==> src/rtl/rotl_seq.sv <==
// Sequential left rotator: captures a word and amount on Start, rotates left one
// bit per clock until the amount is consumed, then pulses Done for one cycle.
module rotl_seq #(
  parameter int WIDTH = 4,
  parameter int SW    = 2
) (
  input  logic             i_clock,
  input  logic             i_resetn,
  input  logic             i_start,
  input  logic [WIDTH-1:0] i_a,
  input  logic [SW-1:0]    i_shift,
  output logic [WIDTH-1:0] o_y,
  output logic             o_busy,
  output logic             o_done
);

  localparam logic [1:0] S_IDLE   = 2'd0;
  localparam logic [1:0] S_ROTATE = 2'd1;
  localparam logic [1:0] S_DONE   = 2'd2;

  logic [1:0]       r_state;
  logic [WIDTH-1:0] r_data;
  logic [SW-1:0]    r_cnt;
  logic [WIDTH-1:0] w_rotl1;

  assign w_rotl1 = {r_data[WIDTH-2:0], r_data[WIDTH-1]};

  always_ff @(posedge i_clock or negedge i_resetn) begin
    if (!i_resetn) begin
      r_state <= S_IDLE;
      r_data  <= '0;
      r_cnt   <= '0;
    end else begin
      case (r_state)
        S_IDLE: begin
          if (i_start) begin
            r_data  <= i_a;
            r_cnt   <= i_shift;
            r_state <= (i_shift != '0) ? S_ROTATE : S_DONE;
          end
        end
        S_ROTATE: begin
          // CNT==1 here means this edge performs the final rotation
          r_data <= w_rotl1;
          r_cnt  <= r_cnt - SW'(1);
          if (r_cnt == SW'(1)) r_state <= S_DONE;
        end
        S_DONE:  r_state <= S_IDLE;
        default: r_state <= S_IDLE;
      endcase
    end
  end

  assign o_y    = r_data;
  assign o_busy = (r_state == S_ROTATE) || (r_state == S_DONE);
  assign o_done = (r_state == S_DONE);

endmodule

==> config.mk <==
export PLATFORM = sky130hd
export DESIGN_NAME = rotl_seq
export DESIGN_NICKNAME = d
export VERILOG_FILES = /design/src/rtl/rotl_seq.sv
export SDC_FILE = /design/constraint.sdc
export NUM_CORES = 1
export LEC_CHECK = 0
export BUFFER_PORTS_ARGS = -buffer_cell sky130_fd_sc_hd__buf_2
export CAP_MARGIN = 20
export CORE_AREA = 2 2 39 41
export CTS_CLUSTER_DIAMETER = 100
export DETAILED_ROUTE_END_ITERATION = 7
export DIE_AREA = 0 0 41 43
export PLACE_DENSITY_LB_ADDON = 0.08
export SYNTH_ARGS = -nofsm -noshare
export SYNTH_HDL_FRONTEND = slang
export SYNTH_SLANG_ARGS = --single-unit
export TNS_END_PERCENT = 30
==> constraint.sdc <==
create_clock -name i_clock -period 1.85 [get_ports i_clock]
set_input_delay 0.185 -clock i_clock [delete_from_list [all_inputs] [get_ports i_clock]]
set_output_delay 0.185 -clock i_clock [all_outputs]
set_load 0.1 [all_outputs]
==> results.toml <==
[global_route]
antenna_violations_before_repair = 0
wire_length_of_the_first_global_routing_pass_um = 1483
first_global_vias = 372
pin_count_of_the_biggest_net_entering_global_routing = 13
grt.overflow.total = 0
grt_usage = 0.1308

[placed_design]
gpl.final_weighted_congestion = 0.6894
port-buffer-count = 14
placed_cell_area_um2 = 569.3
detailed_place_hpwl_um = 732.2

[layout]
post_route_cells_drive_above_1_share = 0.3030
final_design_area_no_fill_um2 = 601.8
design.final.nets = 83
diodes = 0
final_core_utilization = 0.4349
layout_commonest_cell = "sky130_fd_sc_hd__buf_2"
area_growth_pct = 24.61
most-common-layout-cells = "sky130_fd_sc_hd__buf_2 (14), sky130_fd_sc_hd__o21ai_0 (9), sky130_fd_sc_hd__dfrtp_1 (8)"

[routing]
route.detailed.vias_per_inst = 4.720
post_drt_wl_per_cell_um = 11.40
route.vias.total = 387
drcViolationCount = 0
drt-pass1-iter-count = 4
finalWirelength_um = 935
dr.first_iter.drc_count = 8
ant_nets = 0

[clock_tree]
numCtsBuffers = 3
cts.repair_timing.setup_buffer_count = 0
clkSinkCount = 8
htree_levels = 1
clock_insertion_delay_worst_skew_ns = 0.26
clock_tree_from_tritoncts = "built"
cts_buffer_depth = 2
clk_pin_slew_worst_paths_ns = 0.06
root_buffer = "sky130_fd_sc_hd__clkbuf_4"

[critical_path]
path_max_fanout = 4
timing.critical_path.from_type = "flip-flop"
r2r_cells = 5
capturing_element_type_of_the_critical_path = "primary output"
cp-startpoint = "r_state[0]"
timing.critical_path.required_ns = 1.66
worst-setup-path-type = "reg2out"
worstReg2RegStart = "r_state[1]"
worst-endpoint-arrival_ns = 1.43
reg2reg_to = "o_y[2]"
rrSetupSlack_ns = 0.46

[sta]
grt_setup_unrepaired = "no"
fmax_ghz = 0.6200
slew_headroom = 0.6768
final_min_period_over_clock_period = 0.8718
period_minus_slack_ns = 1.613
final.setup.tns_ns = 0
setup_violations = 0
worst_pin_slew_ns = 0.4881
fin_worst_skew_ns = 0.003487
hold_viol = 0
timing_max_transition_violations_final = 0

[die]
placement_rows = 14
design.die.area_um2 = 1763
die_width_um = 41
die_h_um = 43
io_pins = 15
core-area_um2 = 1384
floorplan.initialDensity = 0.3490

[logic_synthesis]
synth_area_per_cell_um2 = 10.06
yosys_warnings = 0
synth_nets = 63
synth.largest_area_cell = "sky130_fd_sc_hd__dfrtp_1"
seq_area_frac_synth = 0.4145
mappedNetlistArea_um2 = 483.0
synth_cells = 48
yosys-top-cells-area = "sky130_fd_sc_hd__dfrtp_1 (41%), sky130_fd_sc_hd__ha_1 (16%), sky130_fd_sc_hd__mux2i_1 (10%)"
synth.ff_latch_count = 8
yosys.cell_types.count = 13
synth_largest_type_area_fraction = 0.4145

[min_path]
min_from = "i_a[3]"
min_delay_worst_endpoint = "o_y[3]"
timing.hold.worst_path_depth = 3
min_path_type = "in2reg"

[run]
max-cap-violations = 0

[outcome]
outcome = "complete, no violations"
[critical path, stage by stage, from the launching register on]
cell and delay (ns):
sky130_fd_sc_hd__dfrtp_1 0.39, sky130_fd_sc_hd__inv_1 0.09, sky130_fd_sc_hd__ha_1 0.28, sky130_fd_sc_hd__buf_2 0.41
[through the flow]
stage               instances  hold slack (ns)  setup slack (ns)
floorplan                  48          -0.1106            0.3786
global placement           78          0.04104            0.4830
detailed placement         78          0.03887            0.4535
CTS                        82           0.2141            0.2337
global route               82           0.2603            0.1803
finish                     82           0.2191            0.2372
[cell families (layout without fill, tap and decap cells)]
| logic type | after synthesis | after routing | share of synthesized area |
|---|---|---|---|
| adder cells (fa/ha/maj) | 6 | 6 | 0.1554 |
| multiplexers | 6 | 6 | 0.1321 |
| AND/OR/NAND/NOR | 10 | 10 | 0.08808 |
| flip-flops | 8 | 8 | 0.4145 |
| AO/OA/AOI/OAI | 12 | 12 | 0.1399 |
| buffers and inverters | 6 | 24 | 0.06994 |
[sequential cells by signal, summed over array words and instances (netlist names)]
| register | count |
|---|---|
| o_y | 4 |
| r_cnt | 2 |
| r_state | 2 |
[synthesized netlist by cell type]
master                      instances
sky130_fd_sc_hd__inv_1              4
sky130_fd_sc_hd__nor2_1             1
sky130_fd_sc_hd__dfrtp_1            8
sky130_fd_sc_hd__nand2b_1           2
sky130_fd_sc_hd__buf_4              1
sky130_fd_sc_hd__nand2_1            7
sky130_fd_sc_hd__mux2i_1            5
sky130_fd_sc_hd__a21oi_1            1
sky130_fd_sc_hd__buf_6              1
sky130_fd_sc_hd__mux2i_2            1
sky130_fd_sc_hd__o21ai_0            9
sky130_fd_sc_hd__ha_1               6
sky130_fd_sc_hd__o2bb2ai_1          2
[layer usage]
metal / wire length, um / vias up / share of wire / GRT usage
li1: - / 199 / - / -
met1: 427 / 179 / 0.46 / 0.1495
met2: 448 / 9 / 0.48 / 0.2063
met3: 58 / 0 / 0.062 / 0.03141
met4: 0 / 0 / 0 / 0.08000
met5: 0 / - / 0 / 0
[area by class of cell]
type	count	area, um^2
Fill cell	138	782.0
Multi-Input combinational cell	34	249.0
Sequential cell	8	200.2
Timing Repair Buffer	17	95.09
Clock buffer	3	22.52
Tap cell	16	20.02
Inverter	4	15.01
[how the worst max path moves through the flow]
| stage | endpoint | slack [ns] | depth (start not counted) |
|---|---|---|---|
| 2_1_floorplan | o_busy | 0.38 | 2 |
| 3_3_place_gp | r_cnt[1] | 0.48 | 5 |
| 3_5_place_dp | o_y[2] | 0.45 | 5 |
| 4_1_cts | o_busy | 0.23 | 3 |
| 5_1_grt | o_busy | 0.18 | 3 |
| 6_report | o_busy | 0.24 | 3 |
[timing repair]
action,in CTS,in global routing
resized for setup,0,0
hold buffers,1,0
hold endpoints to repair,8,0
Power is not shown: default switching activity piles up to over one toggle a cycle in this logic, so the estimate is an artifact.
